<file path="src/rtl/mul_sequencer.sv">
// Multi-cycle radix-2 shift-add multiplier for the EX-stage mul op.
// Holds the pipeline via Stall while iterating one partial product per cycle.
module mul_sequencer #(
  parameter int WIDTH = 32
) (
  input  logic             Clk,
  input  logic             Rst_n,
  input  logic             Start,
  input  logic             Hold,
  input  logic             Flush,
  input  logic [WIDTH-1:0] A,
  input  logic [WIDTH-1:0] B,
  output logic             Stall,
  output logic             Busy,
  output logic             Done,
  output logic [WIDTH-1:0] Result
);

  localparam int CW = $clog2(WIDTH) + 1;

  typedef enum logic [1:0] {
    S_IDLE,
    S_RUN,
    S_DONE
  } state_t;

  state_t           state_q, state_d;
  logic [WIDTH-1:0] acc_q, acc_d;
  logic [WIDTH-1:0] mcand_q, mcand_d;
  logic [WIDTH-1:0] mplier_q, mplier_d;
  logic [CW-1:0]    cnt_q, cnt_d;
  logic [WIDTH-1:0] result_q, result_d;
  logic [WIDTH-1:0] sum;

  always_comb begin
    state_d  = state_q;
    acc_d    = acc_q;
    mcand_d  = mcand_q;
    mplier_d = mplier_q;
    cnt_d    = cnt_q;
    result_d = result_q;
    sum      = acc_q + (mplier_q[0] ? mcand_q : '0);
    unique case (state_q)
      S_IDLE: begin
        if (Start && !Flush) begin
          acc_d    = '0;
          mcand_d  = A;
          mplier_d = B;
          cnt_d    = CW'(WIDTH);
          state_d  = S_RUN;
        end
      end
      S_RUN: begin
        acc_d    = sum;
        mcand_d  = mcand_q << 1;
        mplier_d = mplier_q >> 1;
        cnt_d    = cnt_q - CW'(1);
        // last step: publish the final partial sum directly
        if (cnt_q == CW'(1)) begin
          result_d = sum;
          state_d  = S_DONE;
        end
      end
      S_DONE: begin
        if (!Hold) state_d = S_IDLE;
      end
      default: state_d = S_IDLE;
    endcase
    if (Flush) begin
      state_d  = S_IDLE;
      result_d = result_q;
    end
  end

  always_ff @(posedge Clk) begin
    if (!Rst_n) begin
      state_q  <= S_IDLE;
      acc_q    <= '0;
      mcand_q  <= '0;
      mplier_q <= '0;
      cnt_q    <= '0;
      result_q <= '0;
    end else begin
      state_q  <= state_d;
      acc_q    <= acc_d;
      mcand_q  <= mcand_d;
      mplier_q <= mplier_d;
      cnt_q    <= cnt_d;
      result_q <= result_d;
    end
  end

  assign Stall  = ((state_q == S_IDLE) && Start && !Flush) ||
                  ((state_q == S_RUN) && !Flush);
  assign Busy   = (state_q == S_RUN);
  assign Done   = (state_q == S_DONE);
  assign Result = result_q;

endmodule

</file>
<file path="config.mk">
export PLATFORM = sky130hd
export DESIGN_NAME = mul_sequencer
export DESIGN_NICKNAME = d
export VERILOG_FILES = /design/src/rtl/mul_sequencer.sv
export SDC_FILE = /design/constraint.sdc
export NUM_CORES = 1
export LEC_CHECK = 0
export CAP_MARGIN = 20
export CORE_ASPECT_RATIO = 1.2
export CORE_MARGIN = 4
export CORE_UTILIZATION = 45
export CTS_BUF_LIST = sky130_fd_sc_hd__clkbuf_8
export DETAILED_ROUTE_END_ITERATION = 7
export PLACE_DENSITY_LB_ADDON = 0.1
export SLEW_MARGIN = 20
export SYNTH_ARGS = -nofsm -noshare
export SYNTH_HDL_FRONTEND = slang
export SYNTH_SLANG_ARGS = --single-unit
</file>
<file path="constraint.sdc">
create_clock -name Clk -period 2.75 [get_ports Clk]
set_input_delay 0.55 -clock Clk [delete_from_list [all_inputs] [get_ports Clk]]
set_output_delay 0.55 -clock Clk [all_outputs]
set_load 0.02 [all_outputs]
</file>
## Yosys cells after proc, flatten, opt, wreduce, memory -nomap -nowiden

Index checks and enable logic that the tools add are counted.

- Flip-flop bits (word level): 136

- Reductions and logical operators: 12
- Add/sub/neg operators: 2
- Bitwise operators: 2
- Eq/ne operators: 6
- Muxes and demuxes: 13

Operators with widths:

| operator | number |
|---|---|
| case mux 32 bit (2 select lines) | 3 |
| two-way mux 32 bit | 4 |
| adder 32 bit | 1 |
| case mux 6 bit (2 select lines) | 1 |
| == test 6 x 1 -> 1 bit (second input constant) | 1 |
| two-way mux 2 bit | 3 |
| two-way mux 6 bit | 1 |
| case mux 2 bit (3 select lines) | 1 |
| AND reduction 3 bit | 2 |
| subtractor 6 x 1 -> 6 bit (second input constant) | 1 |
| logical AND 1 bit | 4 |
| inequality test 2 bit (second input constant) | 2 |
| == test 2 x 1 -> 1 bit (second input constant) | 1 |
| == test 2 bit (second input constant) | 1 |
| zero test 2 bit | 1 |
| inequality test 2 x 1 -> 1 bit (second input constant) | 1 |
| inverter 1 bit | 2 |
| AND reduction 2 bit | 1 |
| nonzero test 2 bit | 1 |
| OR reduction 2 bit | 1 |
| zero test 1 bit | 1 |
| logical OR 1 bit | 1 |

## Logic depth before layout (Yosys ltp)

Gate-level depths: netlist (run 1).

- Depth in word-level cells: 4
- Gate-level depth with buffers: 11

## Least setup slack after synthesis (run 1)

OpenSTA, ideal clock, no wires.

- Kind: reg2reg
- From: register mplier_q[0]
- To: register result_q[12] (netlist: Result[12])
- Data required time: 2628 ps
- Path slack: -7 ps
- Arrival time: 2635 ps
- Setup time: 122 ps
- Cell stages (with the launch flop): 12
- Cells stage by stage: dfxtp_1 clkbuf_1 and2_1 ha_1 fa_1 a211oi_1 o21bai_1 a32oi_1 o21ai_0 a21oi_1 nor4_1 a311o_1

- Longest elaborated chain between the ends: 2

RTL lines:

| item | line | text |
|---|---|---|
| from (decl) | 30 | `logic [WIDTH-1:0] mplier_q, mplier_d;` |
| from (signal assigned) | 87 | `mplier_q <= mplier_d;` |
| two-way mux 32 bit | 42 | `sum = acc_q + (mplier_q[0] ? mcand_q : '0);` |
| adder 32 bit | 42 |  |
| to (signal assigned) | 89 | `result_q <= result_d;` |
| to (decl) | 32 | `logic [WIDTH-1:0] result_q, result_d;` |

No other way between the ends.
A chain may end at the register's enable or synchronous reset.

## Worst setup path after layout (run 1)

- From: register mplier_q[0]
- To: register acc_q[27]

- Longest elaborated chain between the ends: 3

RTL lines:

| item | line | text |
|---|---|---|
| two-way mux 32 bit | 42 |  |
| adder 32 bit | 42 |  |
| case mux 32 bit (2 select lines) | 43 | `unique case (state_q)` |
| to (signal assigned) | 78 | `acc_q <= '0;` |
| to (signal assigned) | 85 | `acc_q <= acc_d;` |
| to (decl) | 28 | `logic [WIDTH-1:0] acc_q, acc_d;` |

No other way between the ends.

==> results.py, run 1 <==
metrics = {
    "sta": {
        "rsz0062_at_grt": "true",
        "timing.final.ws_setup_ns": 0.0432,
        "finalCritPeriodShare_pct": 98.4,
        "clock.fmax_mhz": 369,
        "hold_slack_ns": 0.457,
        "tightest_slew_ns": 0.622,
        "setup_tns_ns": 0,
        "slew_headroom_pct": 58.2,
        "setup_viol_count_final": 0,
        "period_minus_slack_ns": 2.71,
        "hold_violations": 0,
        "skew_ns": 0.0143,
        "slew_viol_final": 0,
    },
    "worst_setup_path": {
        "critPathTopFamily": "simple AND/OR/NAND/NOR gates",
        "worstPathRequired_ns": 3.11,
        "rr_startpoint": "mplier_q[0]",
        "worstPathArrival_ns": 3.07,
        "crit_type": "reg -> reg",
        "reg2reg_to": "acc_q[27]",
        "crit_chain": "clkbuf_4 > and2_1 > ha_2 > or3_4 > o2111ai_4 > or4_4 > a31oi_2 > o21ba_2 > or3_1 > a32o_1",
        "r2r_setup_slack_ns": 0.04,
        "worstPathMaxFanout": 8,
        "cpMaxStageDelayCell": "dfxtp_4",
        "crit_buf_inv": 1,
        "end_kind": "flip-flop",
        "max_stage_delay_ns": 0.41,
        "critPathLaunchType": "flip-flop",
        "ff2ff_path_depth": 10,
    },
    "power_and_ir_drop": {
        "powerDensity_nw_per_um2": 438,
        "switching_share_pct": 27.6,
        "p_leak_nw": 4.02,
        "p_int_w": 0.00320,
        "power_frac_comb_pct": 10.5,
        "p_sw_w": 0.00122,
        "seqPwrFrac_pct": 47.4,
        "clockPowerShare_pct": 42.1,
        "ir_worst_vdd_v": 0.000329,
    },
    "clock_tree": {
        "clock_latency_ns": 0.47,
        "numCtsBuffers": 17,
        "htreeDepth": 4,
        "cts_tree": "done",
        "cts_buffer_depth": 2,
        "cts.sinks": 136,
        "clk_pin_slew_ns": 0.09,
        "cts_root_buf": "clkbuf_8",
        "postCtsHoldBufs": 0,
    },
    "run_status": {
        "status": "finished clean",
    },
    "route": {
        "drt-total-wl_um": 22500,
        "drtIter0Drc": 642,
        "wl_per_cell_um": 17.3,
        "ant_nets": 0,
        "vias_per_cell": 5.75,
        "first_pass_iters": 7,
        "via_count": 7467,
        "drc_errors": 0,
    },
    "cells_and_area": {
        "nets": 1181,
        "seq_area_um2": 2730,
        "drive_above_1_share_pct": 20.4,
        "area_delta_synth_final_pct": 37.7,
        "num_antenna_cells": 0,
        "fin_area_um2": 10100,
        "multiInputGateArea_um2": 4560,
        "nFillCells": 1411,
        "instances_no_fill": 1299,
    },
    "placement": {
        "hpwlAfterDp_um": 16600,
        "place_congestion": 0.921,
        "dp_cells": 1262,
        "port-buffer-count": 103,
        "place_ws_ns": -0.315,
        "placed_cell_area_um2": 9300,
    },
    "synth": {
        "ys_seq_area_share_pct": 37.2,
        "synth.avg_cell_area_um2": 8.14,
        "postSynthCellCount": 900,
        "ys_types": 67,
        "synth_edf_count": 0,
        "ys_dominant_reg_cell": "dfxtp_1",
        "synth-async-reset-ratio_pct": 0,
        "yosys_warnings": 0,
        "ys_seq_elements": 136,
        "netlist_area_um2": 7320,
        "syn_nets": 1003,
    },
    "floorplan": {
        "io_pins": 104,
        "die_area_um2": 18400,
        "start_util_pct": 46.5,
        "rows": 50,
        "chipHeight_um": 148,
        "die_w_um": 124,
        "core_um2": 15800,
    },
    "grt": {
        "first_global_vias": 7104,
        "grt_pass1_wl_um": 35400,
        "grt.overflow.total": 0,
        "track_usage_pct": 23.5,
        "antenna_found_initial": 0,
        "grt_start_max_net_pins": 57,
    },
    "hold_path": {
        "hold_path.class": "reg -> reg",
        "min_to": "Result[11]",
        "min_from": "Result[11]",
        "min_path_cells": 2,
    },
    "run": {
        "max-cap-violations": 0,
    },
}
Yosys cell counts (7+ instances only):
library cell | n | area (µm²)
a211oi_1 | 13 | 97.6
a21o_1 | 14 | 105
o211ai_1 | 7 | 52.6
a21oi_1 | 53 | 265
a222oi_1 | 43 | 430
inv_1 | 14 | 52.6
nand4_1 | 8 | 50.1
nand2_1 | 110 | 413
a311oi_1 | 20 | 175
and3_1 | 7 | 43.8
buf_2 | 13 | 65.1
ha_1 | 33 | 413
a22oi_1 | 13 | 97.6
nor2_1 | 112 | 420
xor2_1 | 13 | 114
nand3_1 | 28 | 140
or3_1 | 11 | 68.8
nor3_1 | 21 | 105
clkbuf_1 | 50 | 188
xnor2_1 | 16 | 140
and2_1 | 32 | 200
o21ai_0 | 38 | 190
dfxtp_1 | 136 | 2720
layout make-up:
cell class | instances | share of cell area [%]
timing repair buffer | 231 | 20.2
tap | 208 | 2.58
multi-input combinational | 676 | 45.2
sequential | 136 | 27.0
inverter | 16 | 0.608
clock buffer | 17 | 2.32
clock inverter | 15 | 2.02
kinds of logic (layout without fill, tap and decap cells):
kind of cell               Yosys count  after routing  share of synthesized area [%]
xor gates and xnor gates            29             29                           3.47
muxes                                1              1                          0.137
AOI/OAI and AO/OA                  255            255                           25.9
adders and majority gates           34             34                           5.91
and+or+nand+nor                    357            357                           22.6
buffers and inverters               88            279                           4.85
DFF                                136            136                           37.2
repair_timing:
item | CTS | global route
setup endpoints to repair | 43 | 31
buffers inserted | 1 | 4
gates cloned | 0 | 0
resized for setup | 9 | 62
pin swaps | 2 | 20
state kept, by name (all words and copies together), names as in the netlist:
register and cells:
Result 32, acc_q 32, cnt_q 6, mcand_q 32, mplier_q 32, state_q 2
worst max-delay path by stage:
stage / startpoint / to / slack [ns] / cells past startpoint
final: mplier_q[0] / acc_q[27] / 0.04 / 10
after detailed placement: mplier_q[0] / acc_q[18] / -0.31 / 11
after floorplan: mplier_q[0] / Result[12] / 0.07 / 11
after global placement: mplier_q[0] / acc_q[18] / -0.24 / 11
after global routing: mplier_q[0] / acc_q[24] / -0.07 / 13
after CTS: mplier_q[0] / Result[31] / 0.001 / 11
worst min-delay path: cells and delay by family (launching register included):
| kind | cells | cell delay, ns |
|---|---|---|
| flops | 1 | 0.31 |
| simple gates | 1 | 0.05 |
| compound gates | 1 | 0.05 |
placed cells by master (no fill, tap or decap), types with 5 or more instances in the layout:
cell type        synthesis  final
a211oi_1                13      8
nand4_1                  8      8
ha_2                     0      5
and2_1                  32     32
nor3_1                  21     19
o21bai_1                 6      6
a21oi_2                  0      6
o211ai_1                 7      7
ha_4                     0      7
or3_1                   11     10
a21o_1                  14     14
inv_6                    0      6
o21ai_1                  4     10
dfxtp_1                136    135
inv_1                   14     14
clkdlybuf4s50_1          0    103
o21ai_0                 38     26
o21ai_2                  0      5
a311oi_1                20     20
a21oi_1                 53     47
nand3_1                 28     27
nand2_1                110    109
a211oi_2                 0      5
nor2_1                 112    110
a222oi_1                43     43
buf_4                    2    121
clkbuf_8                 0     17
ha_1                    33     21
a22oi_1                 13     13
xnor2_1                 16     16
xor2_1                  13     13
and3_1                   7      7
per-stage QoR:
stage / utilization, % / total power (W)
after floorplan: - / 0.00237
after global placement: 59.0 / 0.00259
after detailed placement: 59.0 / 0.00260
after CTS: 61.9 / 0.00445
after global routing: 64.0 / 0.00459
final: 64.0 / 0.00442
metal layers:
metal	vias up	track usage (%)	routed length, µm
met5	-	0	0
met4	0	11.5	919
met3	58	4.16	921
met2	201	41.3	11200
met1	3519	27.7	9480
li1	3689	-	-
power groups by stage:
stage / clock network (W) / logic [W] / registers (W)
4_1_cts: 0.00190 / 0.000454 / 0.00210
3_3_place_gp: 0 / 0.000447 / 0.00214
3_5_place_dp: 0 / 0.000453 / 0.00214
2_1_floorplan: 0 / 0.000253 / 0.00212
6_report: 0.00186 / 0.000464 / 0.00210
5_1_grt: 0.00198 / 0.000507 / 0.00210
Power figures use the tool's default switching activity.
==> run 2: changes to the inputs <==
--- a/config.mk
+++ b/config.mk
@@ -10,6 +10,7 @@
 export CORE_MARGIN = 4
 export CORE_UTILIZATION = 45
 export CTS_BUF_LIST = sky130_fd_sc_hd__clkbuf_8
+export CTS_CLUSTER_DIAMETER = 30
 export DETAILED_ROUTE_END_ITERATION = 7
 export PLACE_DENSITY_LB_ADDON = 0.1
 export SLEW_MARGIN = 20
==> results of run 2 <==
Final layout, timing and power as in run 1 (identical DEF).
==> run 3: changes to the inputs <==
--- a/config.mk
+++ b/config.mk
@@ -6,9 +6,10 @@
 export NUM_CORES = 1
 export LEC_CHECK = 0
 export CAP_MARGIN = 20
+export CELL_PAD_IN_SITES_DETAIL_PLACEMENT = 1
+export CELL_PAD_IN_SITES_GLOBAL_PLACEMENT = 2
 export CORE_ASPECT_RATIO = 1.2
-export CORE_MARGIN = 4
-export CORE_UTILIZATION = 45
+export CORE_UTILIZATION = 30
 export CTS_BUF_LIST = sky130_fd_sc_hd__clkbuf_8
 export CTS_CLUSTER_DIAMETER = 30
 export DETAILED_ROUTE_END_ITERATION = 7
==> run 3 against run 2 <==
Utilization decreased by 21 points. Register-to-register slack improved by 0.04 ns. Largest power group unchanged. Largest cell class unchanged. Global-route usage fell by 1.0 points. Combinational power increased by 3%. Design area up 3.0%. First-iteration DRC count down 37%. Sequential share of layout area decreased by 0.79 points. Flip-flop and latch count is the same. Critical endpoint unchanged.
==> results.py, run 3 (synthesis gave the netlist of run 1 again) <==
metrics = {
    "run_status": {
        "status": "finished clean",
    },
    "sta": {
        "setup_tns_ns": 0,
        "clock.fmax_mhz": 375,
        "hold_violations": 0,
        "setup_viol_count_final": 0,
        "slew_viol_final": 0,
        "period_minus_slack_ns": 2.66,
        "skew_ns": 0.0196,
        "tightest_slew_ns": 0.627,
        "hold_slack_ns": 0.460,
        "slew_headroom_pct": 57.9,
        "rsz0062_at_grt": "true",
        "finalCritPeriodShare_pct": 96.9,
    },
    "clock_tree": {
        "cts_tree": "done",
        "postCtsHoldBufs": 0,
        "cts_buffer_depth": 2,
        "clock_latency_ns": 0.47,
        "numCtsBuffers": 17,
        "cts_root_buf": "clkbuf_8",
        "htreeDepth": 4,
        "clk_pin_slew_ns": 0.10,
        "cts.sinks": 136,
    },
    "cells_and_area": {
        "fin_area_um2": 10400,
        "instances_no_fill": 1411,
        "area_delta_synth_final_pct": 41.9,
        "drive_above_1_share_pct": 22.0,
        "nets": 1181,
        "final_cell_mix": "dfxtp_1 (135), buf_4 (123), nand2_1 (109)",
        "final_common_cell": "dfxtp_1",
        "num_antenna_cells": 0,
    },
    "worst_setup_path": {
        "worstPathRequired_ns": 3.12,
        "worstPathArrival_ns": 3.03,
        "r2r_setup_slack_ns": 0.09,
        "reg2reg_to": "acc_q[27]",
        "worstPathMaxFanout": 20,
        "critPathLaunchType": "flip-flop",
        "ff2ff_path_depth": 10,
        "cp-endpoint": "acc_q[27]",
        "crit_type": "reg -> reg",
        "cp-startpoint": "mplier_q[0]",
        "rr_startpoint": "mplier_q[0]",
        "end_kind": "flip-flop",
    },
    "grt": {
        "track_usage_pct": 22.5,
        "grt.overflow.total": 0,
        "antenna_found_initial": 0,
        "grt_start_max_net_pins": 61,
        "grt_pass1_wl_um": 43100,
        "first_global_vias": 7975,
    },
    "power_and_ir_drop": {
        "ir_worst_vdd_v": 0.000281,
        "p_sw_w": 0.00134,
        "totalPowerFinal_w": 0.00456,
        "p_int_w": 0.00323,
        "switching_share_pct": 29.3,
        "clockPowerShare_pct": 43.6,
        "powerDensity_nw_per_um2": 439,
        "power_frac_comb_pct": 10.5,
        "p_leak_nw": 4.04,
        "seqPwrFrac_pct": 45.9,
    },
    "floorplan": {
        "io_pins": 104,
        "core_um2": 24000,
        "die_w_um": 145,
        "die_area_um2": 25000,
        "rows": 62,
        "chipHeight_um": 173,
        "start_util_pct": 30.6,
    },
    "route": {
        "first_pass_iters": 8,
        "vias_per_cell": 5.40,
        "drc_errors": 0,
        "ant_nets": 0,
        "wl_per_cell_um": 19.5,
        "drt-total-wl_um": 27600,
        "via_count": 7618,
        "drtIter0Drc": 407,
    },
    "placement": {
        "port-buffer-count": 103,
        "placed_cell_area_um2": 9460,
        "dp_cells": 1375,
        "place_congestion": 0.898,
        "hpwlAfterDp_um": 20300,
    },
    "hold_path": {
        "hold_path.class": "reg -> reg",
    },
    "run": {
        "max-cap-violations": 0,
    },
}
## run 3: how the worst min path moves through the flow
stage,startpoint,end,depth (start not counted)
after global placement,Result[8],Result[8],2
after detailed placement,Result[10],Result[10],2
after global routing,Result[6],Result[6],2
after floorplan,acc_q[12],acc_q[12],2
final,Result[6],Result[6],2
after CTS,Result[10],Result[10],2
## run 3: per-layer routing
layer	track usage [%]	part of all wire [%]	wire length, µm	up-vias
li1	-	-	-	3680
met1	25.4	41	11200	3714
met2	40.2	52	14400	172
met3	3.41	3.1	866	52
met4	11.6	4.0	1090	0
met5	0	0	0	-
## run 3: worst max-delay path, stage by stage (launching register included)
cell and delay [ns]:
dfxtp_4 0.38, buf_12 0.16, and2_4 0.17, ha_4 0.16
or3_4 0.41, o2111ai_4 0.27, or4_4 0.19, a31oi_4 0.04
o21ba_4 0.22, or3_1 0.30, a32o_1 0.25
## run 3: what timing repair did
action / 4_1_cts / 5_1_grt
endpoints found under the setup margin: 32 / 36
pin swaps: 3 / 16
buffers inserted: 0 / 4
gates resized for setup: 21 / 64
## run 3: layout make-up
type / count / area [µm²]
multi-input cells: 676 / 4700
inverters: 16 / 61.3
repair buffers: 231 / 2050
well taps: 320 / 400
clock inverters: 15 / 223
flip-flops and latches: 136 / 2730
fillers: 2812 / 13600
clock buffers: 17 / 234
## run 3: power by group through the flow
stage	clock [W]	combinational [W]	sequential, W
after global placement	0	0.000457	0.00214
final	0.00199	0.000479	0.00210
after floorplan	0	0.000253	0.00212
after global routing	0.00214	0.000527	0.00211
after detailed placement	0	0.000472	0.00214
after CTS	0.00206	0.000475	0.00210
## run 3: per-stage QoR
step                      setup WS [ns]  util, %
after floorplan                  0.0657        -
after global placement           -0.135     39.5
after detailed placement         -0.221     39.5
after CTS                       0.00124     41.8
after global routing            -0.0216     43.3
final                            0.0856     43.3
